**config.mk**
```make
export PLATFORM = sky130hd
export DESIGN_NAME = io_uart_tx
export DESIGN_NICKNAME = d
export VERILOG_FILES = /design/src/rtl/io_uart_tx_pkg.sv /design/src/rtl/io_uart_tx_sync_fifo.sv /design/src/rtl/io_uart_tx.sv
export SDC_FILE = /design/constraint.sdc
export NUM_CORES = 1
export LEC_CHECK = 0
export ABC_AREA = 1
export CAP_MARGIN = 5
export CORE_ASPECT_RATIO = 1.2
export CORE_MARGIN = 2
export CORE_UTILIZATION = 43
export CTS_BUF_LIST = sky130_fd_sc_hd__clkbuf_4 sky130_fd_sc_hd__clkbuf_8
export DETAILED_ROUTE_END_ITERATION = 10
export SLEW_MARGIN = 20
export SYNTH_ARGS = -nofsm -noshare
export SYNTH_HDL_FRONTEND = slang
export SYNTH_SLANG_ARGS = --single-unit
```
**constraint.sdc**
```tcl
create_clock -name clk -period 3.4 [get_ports clk]
set_input_delay 0.68 -clock clk [delete_from_list [all_inputs] [get_ports clk]]
set_output_delay 0.68 -clock clk [all_outputs]
set_load 0.02 [all_outputs]
```
**src/rtl/io_uart_tx_pkg.sv**
```systemverilog
// Shared IO definitions for the UART transmitter: register map, CTRL bits,
// FSM encoding and divisor defaults.
package io_uart_tx_pkg;

  localparam logic [31:0] AddrTxData = 32'h0100_0000;
  localparam logic [31:0] AddrDiv    = 32'h0100_0004;
  localparam logic [31:0] AddrCtrl   = 32'h0100_0008;

  localparam int unsigned CtrlClrOvfBit = 0;
  localparam int unsigned CtrlFlushBit  = 1;

  localparam logic [15:0] DefaultResetDiv = 16'd434;
  localparam logic [15:0] MinDiv          = 16'd2;

  typedef enum logic [1:0] {
    StIdle,
    StStart,
    StData,
    StStop
  } tx_state_e;

  // A one-clock bit time cannot hold the timer's compare, so small values are raised.
  function automatic logic [15:0] clamp_div(input logic [15:0] div);
    return (div < MinDiv) ? MinDiv : div;
  endfunction

endpackage

```
**src/rtl/io_uart_tx_sync_fifo.sv**
```systemverilog
// Synchronous FIFO with wrap-around pointers, separate occupancy count and flush.
module io_uart_tx_sync_fifo #(
  parameter int unsigned Width = 8,
  parameter int unsigned Depth = 8,
  localparam int unsigned PtrW = $clog2(Depth),
  localparam int unsigned CntW = $clog2(Depth + 1)
) (
  input  logic            clk_i,
  input  logic            rst_ni,
  input  logic            flush_i,
  input  logic            push_i,
  input  logic [Width-1:0] wdata_i,
  input  logic            pop_i,
  output logic [Width-1:0] rdata_o,
  output logic            full_o,
  output logic            empty_o,
  output logic [CntW-1:0] count_o
);

  logic [Width-1:0] mem_q [Depth];
  logic [PtrW-1:0]  wr_ptr_q, wr_ptr_d;
  logic [PtrW-1:0]  rd_ptr_q, rd_ptr_d;
  logic [CntW-1:0]  count_q, count_d;
  logic             push_ok, pop_ok;

  assign full_o  = (count_q == CntW'(Depth));
  assign empty_o = (count_q == '0);
  assign count_o = count_q;
  assign rdata_o = mem_q[rd_ptr_q];

  // A push into a full FIFO is still accepted when the head leaves the same cycle.
  assign pop_ok  = pop_i && !empty_o && !flush_i;
  assign push_ok = push_i && (!full_o || pop_ok) && !flush_i;

  // Next-state for pointers and count; flush wins over everything.
  always_comb begin
    wr_ptr_d = wr_ptr_q;
    rd_ptr_d = rd_ptr_q;
    count_d  = count_q;
    if (flush_i) begin
      wr_ptr_d = '0;
      rd_ptr_d = '0;
      count_d  = '0;
    end else begin
      if (push_ok) wr_ptr_d = wr_ptr_q + 1'b1;
      if (pop_ok)  rd_ptr_d = rd_ptr_q + 1'b1;
      case ({push_ok, pop_ok})
        2'b10:   count_d = count_q + 1'b1;
        2'b01:   count_d = count_q - 1'b1;
        default: count_d = count_q;
      endcase
    end
  end

  // Pointer and count registers.
  always_ff @(posedge clk_i or negedge rst_ni) begin
    if (!rst_ni) begin
      wr_ptr_q <= '0;
      rd_ptr_q <= '0;
      count_q  <= '0;
    end else begin
      wr_ptr_q <= wr_ptr_d;
      rd_ptr_q <= rd_ptr_d;
      count_q  <= count_d;
    end
  end

  // Storage array; contents need no reset because count gates visibility.
  always_ff @(posedge clk_i) begin
    if (push_ok) mem_q[wr_ptr_q] <= wdata_i;
  end

endmodule

```
**src/rtl/io_uart_tx.sv**
```systemverilog
// Memory-mapped UART transmitter: register decode, divisor, bit timer and frame FSM
// in front of a byte FIFO.
module io_uart_tx
  import io_uart_tx_pkg::*;
#(
  parameter int unsigned FIFO_DEPTH = 8,
  parameter logic [15:0] RESET_DIV  = DefaultResetDiv
) (
  input  logic        clk,
  input  logic        rst,
  input  logic [31:0] addr,
  input  logic [31:0] wdata,
  input  logic        io_en,
  output logic        tx,
  output logic        fifo_full,
  output logic        fifo_empty,
  output logic        tx_busy,
  output logic        overflow
);

  localparam int unsigned CntW = $clog2(FIFO_DEPTH + 1);

  logic            wr_txdata, wr_div, wr_ctrl;
  logic            flush, clr_ovf, fifo_push, fifo_pop;
  logic [7:0]      fifo_rdata;
  logic [CntW-1:0] fifo_count;

  tx_state_e   state_q, state_d;
  logic [15:0] div_q, div_d;
  logic [15:0] frame_div_q, frame_div_d;
  logic [15:0] timer_q, timer_d;
  logic [2:0]  bit_cnt_q, bit_cnt_d;
  logic [7:0]  shreg_q, shreg_d;
  logic        tx_q, tx_d;
  logic        ovf_q, ovf_d;
  logic        timer_done;

  assign wr_txdata = io_en && (addr == AddrTxData);
  assign wr_div    = io_en && (addr == AddrDiv);
  assign wr_ctrl   = io_en && (addr == AddrCtrl);
  assign flush     = wr_ctrl && wdata[CtrlFlushBit];
  assign clr_ovf   = wr_ctrl && wdata[CtrlClrOvfBit];

  // A flushing cycle neither loads a byte nor starts a frame.
  assign fifo_push = wr_txdata && !flush;
  assign fifo_pop  = (state_q == StIdle) && !fifo_empty && !flush;

  io_uart_tx_sync_fifo #(
    .Width(8),
    .Depth(FIFO_DEPTH)
  ) u_fifo (
    .clk_i  (clk),
    .rst_ni (rst),
    .flush_i(flush),
    .push_i (fifo_push),
    .wdata_i(wdata[7:0]),
    .pop_i  (fifo_pop),
    .rdata_o(fifo_rdata),
    .full_o (fifo_full),
    .empty_o(fifo_empty),
    .count_o(fifo_count)
  );

  // Divisor and sticky overflow next-state from register writes.
  always_comb begin
    div_d = div_q;
    ovf_d = ovf_q;
    if (wr_div) div_d = clamp_div(wdata[15:0]);
    if (fifo_push && fifo_full && !fifo_pop) ovf_d = 1'b1;
    if (clr_ovf) ovf_d = 1'b0;
  end

  assign timer_done = (timer_q == frame_div_q - 16'd1);

  // Frame FSM next-state; tx_d follows the current state so tx trails it by one clock.
  always_comb begin
    state_d     = state_q;
    frame_div_d = frame_div_q;
    timer_d     = timer_q;
    bit_cnt_d   = bit_cnt_q;
    shreg_d     = shreg_q;
    tx_d        = 1'b1;
    unique case (state_q)
      StIdle: begin
        tx_d = 1'b1;
        if (fifo_pop) begin
          shreg_d     = fifo_rdata;
          frame_div_d = div_q;
          timer_d     = '0;
          bit_cnt_d   = '0;
          state_d     = StStart;
        end
      end
      StStart: begin
        tx_d = 1'b0;
        if (timer_done) begin
          timer_d = '0;
          state_d = StData;
        end else begin
          timer_d = timer_q + 16'd1;
        end
      end
      StData: begin
        tx_d = shreg_q[0];
        if (timer_done) begin
          timer_d = '0;
          shreg_d = {1'b0, shreg_q[7:1]};
          if (bit_cnt_q == 3'd7) begin
            state_d = StStop;
          end else begin
            bit_cnt_d = bit_cnt_q + 3'd1;
          end
        end else begin
          timer_d = timer_q + 16'd1;
        end
      end
      StStop: begin
        tx_d = 1'b1;
        if (timer_done) begin
          timer_d = '0;
          state_d = StIdle;
        end else begin
          timer_d = timer_q + 16'd1;
        end
      end
      default: begin
        tx_d    = 1'b1;
        state_d = StIdle;
      end
    endcase
  end

  // State registers; reset drops any frame in flight.
  always_ff @(posedge clk or negedge rst) begin
    if (!rst) begin
      state_q     <= StIdle;
      div_q       <= RESET_DIV;
      frame_div_q <= RESET_DIV;
      timer_q     <= '0;
      bit_cnt_q   <= '0;
      shreg_q     <= '0;
      tx_q        <= 1'b1;
      ovf_q       <= 1'b0;
    end else begin
      state_q     <= state_d;
      div_q       <= div_d;
      frame_div_q <= frame_div_d;
      timer_q     <= timer_d;
      bit_cnt_q   <= bit_cnt_d;
      shreg_q     <= shreg_d;
      tx_q        <= tx_d;
      ovf_q       <= ovf_d;
    end
  end

  assign tx       = tx_q;
  assign tx_busy  = (state_q != StIdle);
  assign overflow = ovf_q;

  logic unused_sig;
  assign unused_sig = ^{fifo_count, wdata[31:16]};

endmodule
```
## Yosys cells after proc, flatten, opt, wreduce, memory -nomap -nowiden

Memories as Yosys holds them, arrays and structs flattened.
Cells that the tools add are included.

- Equal/unequal tests: 17
- Magnitude comparators: 1
- Add/subtract/negate cells: 7
- Reductions and logical operators: 33
- Mux-type cells: 28

Operators by type and width:

| operator | count |
|---|---|
| 32-bit by 25-bit == test with 1-bit output (second input constant) | 3 |
| 16-bit 2-to-1 mux | 3 |
| 16-bit case mux with 2 select lines | 1 |
| 3-bit 2-to-1 mux | 7 |
| 16-bit by 1-bit adder with 16-bit output (second input constant) | 1 |
| 16-bit == test | 1 |
| 16-bit by 2-bit < comparator with 1-bit output (second input constant) | 1 |
| 8-bit 2-to-1 mux | 2 |
| 8-bit case mux with 2 select lines | 1 |
| 16-bit by 1-bit subtractor with 16-bit output (second input constant) | 1 |
| 1-bit logical AND | 14 |
| 2-bit inequality test (second input constant) | 6 |
| 2-bit 2-to-1 mux | 5 |
| 2-bit nonzero test | 5 |
| 3-bit by 1-bit adder with 3-bit output (second input constant) | 3 |
| 2-bit case mux with 4 select lines | 1 |
| 4-bit case mux with 2 select lines | 1 |
| 2-bit == test (second input constant) | 3 |
| 3-bit case mux with 2 select lines | 1 |
| 5-bit AND reduction | 1 |
| 4-bit by 1-bit adder with 4-bit output (second input constant) | 1 |
| 2-bit by 1-bit == test with 1-bit output (second input constant) | 2 |
| 4-bit == test (second input constant) | 1 |
| 1-bit zero test | 4 |
| 14 further kinds | 17 |

- Bits in registers: 73
- Memories: 1
- Logic and storage cells: 98
- Memory bits (writable): 64

Memories:

| name | words | bits a word | read ports | clocked after Yosys merged registers in | wr ports | RTL line | source |
|---|---|---|---|---|---|---|---|
| u_fifo.mem_q | 8 | 8 | 1 | 0 | 1 | io_uart_tx_sync_fifo.sv:20 | `logic [Width-1:0] mem_q [Depth];` |

## Logic depth before layout (Yosys ltp)

- Word-level depth: 13
- Mapped depth: 18
- Depth with buffers taken out: 18

## Modules after synthesis

From an unflattened synthesis, not the netlist that was laid out.

- Cell total of the unflattened synthesis: 835
- Area total of the unflattened synthesis: 7,273.2 um2

By module, submodules not included:

| module | cells each | instances | area each (um2) |
|---|---|---|---|
| io_uart_tx | 562 | 1 | 3,963.8 |
| io_uart_tx_sync_fifo | 273 | 1 | 3,309.4 |

## Worst setup path after synthesis

OpenSTA, ideal clock, no wires.

- Kind: register -> register
- From: register u_fifo.count_q[0] (netlist: u_fifo.count_o[0])
- To: register u_fifo.count_q[3] (netlist: u_fifo.count_o[3])
- Arrival: 2.722 ns
- Slack: 0.561 ns
- Period minus slack after synthesis: 2.839 ns
- Library setup time: 0.117 ns
- Path buffers: 0
- Cell stages (with the launch flop): 14
- Cells stage by stage: dfrtp_1 -> nor4_1 -> nor2_1 -> nand2_4 -> nor2_1 -> ha_1 -> a21oi_1 -> nand2_1 -> xor2_1 -> o21bai_1 -> nand2_1 -> nor2_1 -> nand2_1 -> nand2_1

- Cells in the longest elaborated chain, start to end: 12

RTL lines:

| element | RTL line | source |
|---|---|---|
| start, declared | io_uart_tx_sync_fifo.sv:23 | `logic [CntW-1:0] count_q, count_d;` |
| start signal, assigned | io_uart_tx_sync_fifo.sv:64 | `count_q <= count_d;` |
| 4-bit zero test (*) | io_uart_tx_sync_fifo.sv:27 | `assign empty_o = (count_q == '0);` |
| named net fifo_empty | io_uart_tx.sv:16 | `output logic fifo_empty,` |
| 1-bit zero test (*) | io_uart_tx_sync_fifo.sv:32, io_uart_tx.sv:46 |  |
| 1-bit logical AND (2 in a row) | io_uart_tx.sv:46 | `assign fifo_pop = (state_q == StIdle) && !fifo_empty && !flush;` |
| 1-bit logical AND (*) (2 in a row) | io_uart_tx_sync_fifo.sv:32 | `assign pop_ok = pop_i && !empty_o && !flush_i;` |
| 1-bit logical OR | io_uart_tx_sync_fifo.sv:33 | `assign push_ok = push_i && (!full_o \|\| pop_ok) && !flush_i;` |
| 1-bit logical AND (2 in a row) | io_uart_tx_sync_fifo.sv:33 |  |
| 2-bit by 1-bit == test with 1-bit output or 2-bit == test (tied branches) | io_uart_tx_sync_fifo.sv:47 | `case ({push_ok, pop_ok})` |
| 4-bit case mux with 2 select lines | io_uart_tx_sync_fifo.sv:47 |  |
| 4-bit 2-to-1 mux | io_uart_tx_sync_fifo.sv:40 | `if (flush_i) begin` |

The timed path passes the listed nets; every way through them passes the cells marked *.
A chain may end at the register's enable or synchronous reset.

## Final worst setup path

- From: register u_fifo.count_q[0] (netlist: u_fifo.count_o[0])
- To: output fifo_empty

- Cells in the longest elaborated chain, start to end: 1

RTL lines:

| element | RTL line |
|---|---|
| 4-bit zero test | io_uart_tx_sync_fifo.sv:27 |
| end, declared | io_uart_tx.sv:16 |

Every way passes these cells.

==> metrics <==
pre-CTS setup slack=0.0416 ns; number of fill cells in the layout=1526; cell count after synthesis=819; area of the core=16100 um^2; syn nets=900; wire length per cell=14.5 um; number of antenna diodes=0; area of the die=17500 um^2; PwrDens=398 nW/um^2; register area=3760 um^2; register area share after synthesis=53.2%; Die W=121 um; worst hold path class=in -> async; grt total ovfl=0; Resized Gates After CTS=0; setup ws final=0.540 ns; via/cell ratio=5.09; vias in the first global route=5525; first-pass GRT wire length=26.7 mm; R2R cell count=15; clock slew at reported path FFs=0.08 ns; critical path class=reg -> out; Highest Clock Rate=350 MHz; DIE HEIGHT=145 um; Synth cell types=43; largest net degree at the start of global routing=74; Worst slew margin=36.0%; clk sinks=137; crit-path max FO=6; number of CTS-inserted buffers=17; DRT Pass-1 Iters=6; layout cells sized above 1=9.17%; clock skew=0.0116 ns; most frequent cells in the layout=208 x nand2_1, 119 x nor2_1, 67 x inv_1, 64 x edfxtp_1, 62 x dfrtp_1; footprint of the multi-input gates=2940 um^2; gpl congestion=0.841; # IOs=72; Gate power share=4.4%; Reg2Reg Launch Point=state_q[1]$_DFFE_PN0P_; number of DRC markers in iteration 0=335; post-DP HPWL=11.5 mm; Net Sw Power=0.000812 W; Sw Share=24.8%; internal power=0.00247 W; CP Capture Type=primary output; Total Routing Usage GR=19.7%; clock share of power=40.9%; worst endpoint required time=2.72 ns; final slew viol count=0; Detailed Route WL=16.1 mm; routed vias=5626; Starting Density=43.8%; H-tree depth=4; Final Hold Fails=0; hold_buf cts=0; IO Port Bufs=55; Slew @ Worst Pin=0.959 ns; Syn Area/Cell=8.64 um^2; Area Growth Syn to Fin=16.4%; R2R Setup Slk=0.71 ns; number of synthesized register bits=137; Layout Nets=962; clk root buf=clkbuf_8; outcome=finished, final reports clean; Setup Buffers After CTS=0; final setup fails=0; CTS tree=yes; setup TNS=0 ns; remaining antenna violation count=0; Sequential Power Share=54.7%; peak supply drop=263 uV; Yosys warning total=0; Critical Path AT=2.18 ns; Pleak=3.64 nW; fin crit share=84.1%; initial antenna violation count=0; min Tclk post-route=2.86 ns; Max-Cap Viols=0; RR Endpoint=u_fifo.count_o[3]$_DFFE_PN0P_; worst skew pair latency=0.45 ns; row count=51; startpoint types=flop; most common cell after layout, fill and taps aside=nand2_1; Final Power=0.00328 W; drt drc=0; CTS max path bufs=2; cell area after synthesis=7080 um^2; RSZ-0062 raised after global routing=false
-- kinds of logic after synthesis --
| family | count (synthesis) | synth area share [%] |
|---|---|---|
| compound gates | 112 | 8.50 |
| xor+xnor | 18 | 2.23 |
| fa+ha+maj | 14 | 2.58 |
| buf+inv | 92 | 5.37 |
| flops | 137 | 53.2 |
| mux | 3 | 0.477 |
| simple gates | 443 | 27.7 |
-- area by class of cell --
cell class	count	share of cell area, %
clock inverter	14	1.87
sequential	137	45.7
clock buffer	18	2.93
inverter	71	3.25
timing repair buffer	64	7.47
tap	212	3.22
multi-input combinational	590	35.6
-- power by group through the flow --
stage / Sequential, W / Clock (W) / Combinational [W]
after global routing: 0.00180 / 0.00144 / 0.000166
final: 0.00179 / 0.00134 / 0.000145
after floorplan: 0.00182 / 0 / 0.0000417
after global placement: 0.00183 / 0 / 0.000143
after detailed placement: 0.00183 / 0 / 0.000149
after CTS: 0.00179 / 0.00138 / 0.000148
-- how the worst max path moves through the flow --
stage	from	endpoint
after global placement	addr[29]	u_fifo.mem_q[4][6]$_DFFE_PP_
after floorplan	u_fifo.count_o[0]$_DFFE_PN0P_	u_fifo.count_o[3]$_DFFE_PN0P_
final	u_fifo.count_o[0]$_DFFE_PN0P_	fifo_empty
after detailed placement	addr[29]	u_fifo.mem_q[4][7]$_DFFE_PP_
after CTS	u_fifo.count_o[0]$_DFFE_PN0P_	fifo_empty
after global routing	addr[29]	u_fifo.mem_q[6][1]$_DFFE_PP_
-- registers in the layout, indices dropped and copies added (netlist names) --
name,flops
u_fifo.wr_ptr_q,3
frame_div_q,16
div_q,16
bit_cnt_q,3
u_fifo.mem_q,64
u_fifo.rd_ptr_q,3
shreg_q,8
u_fifo.count_o,4
state_q,2
overflow,1
tx,1
timer_q,16
-- stage by stage --
stage          hold slack, ns  cell area, um^2  utilization [%]  cells
6_report                0.355             8240             51.1   1106
5_1_grt                 0.426             8240             51.1   1106
4_1_cts                 0.381             8240             51.1   1106
3_5_place_dp            0.460             7850             48.6   1074
3_3_place_gp            0.454             7850             48.6   1074
2_1_floorplan           0.384             7080                -    819
-- cells in the mapped netlist (all sizes together) --
| cell type | n | area (um^2) |
|---|---|---|
| a21oi | 20 | 100 |
| a31oi | 8 | 50.1 |
| and2 | 1 | 6.26 |
| and3 | 2 | 12.5 |
| buf | 9 | 67.6 |
| clkbuf | 12 | 45.0 |
| clkinv | 2 | 8.75 |
| dfrtp | 62 | 1550 |
| dfstp | 11 | 289 |
| edfxtp | 64 | 1920 |
| fa | 1 | 20.0 |
| ha | 13 | 163 |
| inv | 69 | 259 |
| mux2 | 3 | 33.8 |
| nand2 | 217 | 852 |
| nand3 | 53 | 278 |
| nand3b | 6 | 45.0 |
| nand4 | 10 | 62.6 |
| nor2 | 126 | 519 |
| nor3 | 15 | 100 |
| nor4 | 8 | 50.1 |
| nor4b | 1 | 8.76 |
| o21a | 1 | 7.51 |
| o21ai | 64 | 320 |
| o21bai | 3 | 22.5 |
| o22ai | 15 | 93.8 |
| o31ai | 1 | 7.51 |
| or2 | 4 | 25.0 |
| xnor2 | 6 | 52.6 |
| xor2 | 12 | 105 |
-- per-layer routing --
metal / vias to the layer above / global-route usage (%) / wire (um)
li1: 2853 / - / -
met1: 2647 / 25.0 / 7150
met2: 113 / 33.7 / 8140
met3: 13 / 3.86 / 645
met4: 0 / 6.55 / 152
met5: - / 0 / 0
-- critical path: stages (launching register included) --
cell	delay, ns
dfrtp_1	0.47
nor4_1	0.55
clkdlybuf4s50_1	0.72
Note: power is estimated with default switching activity, not from simulation.
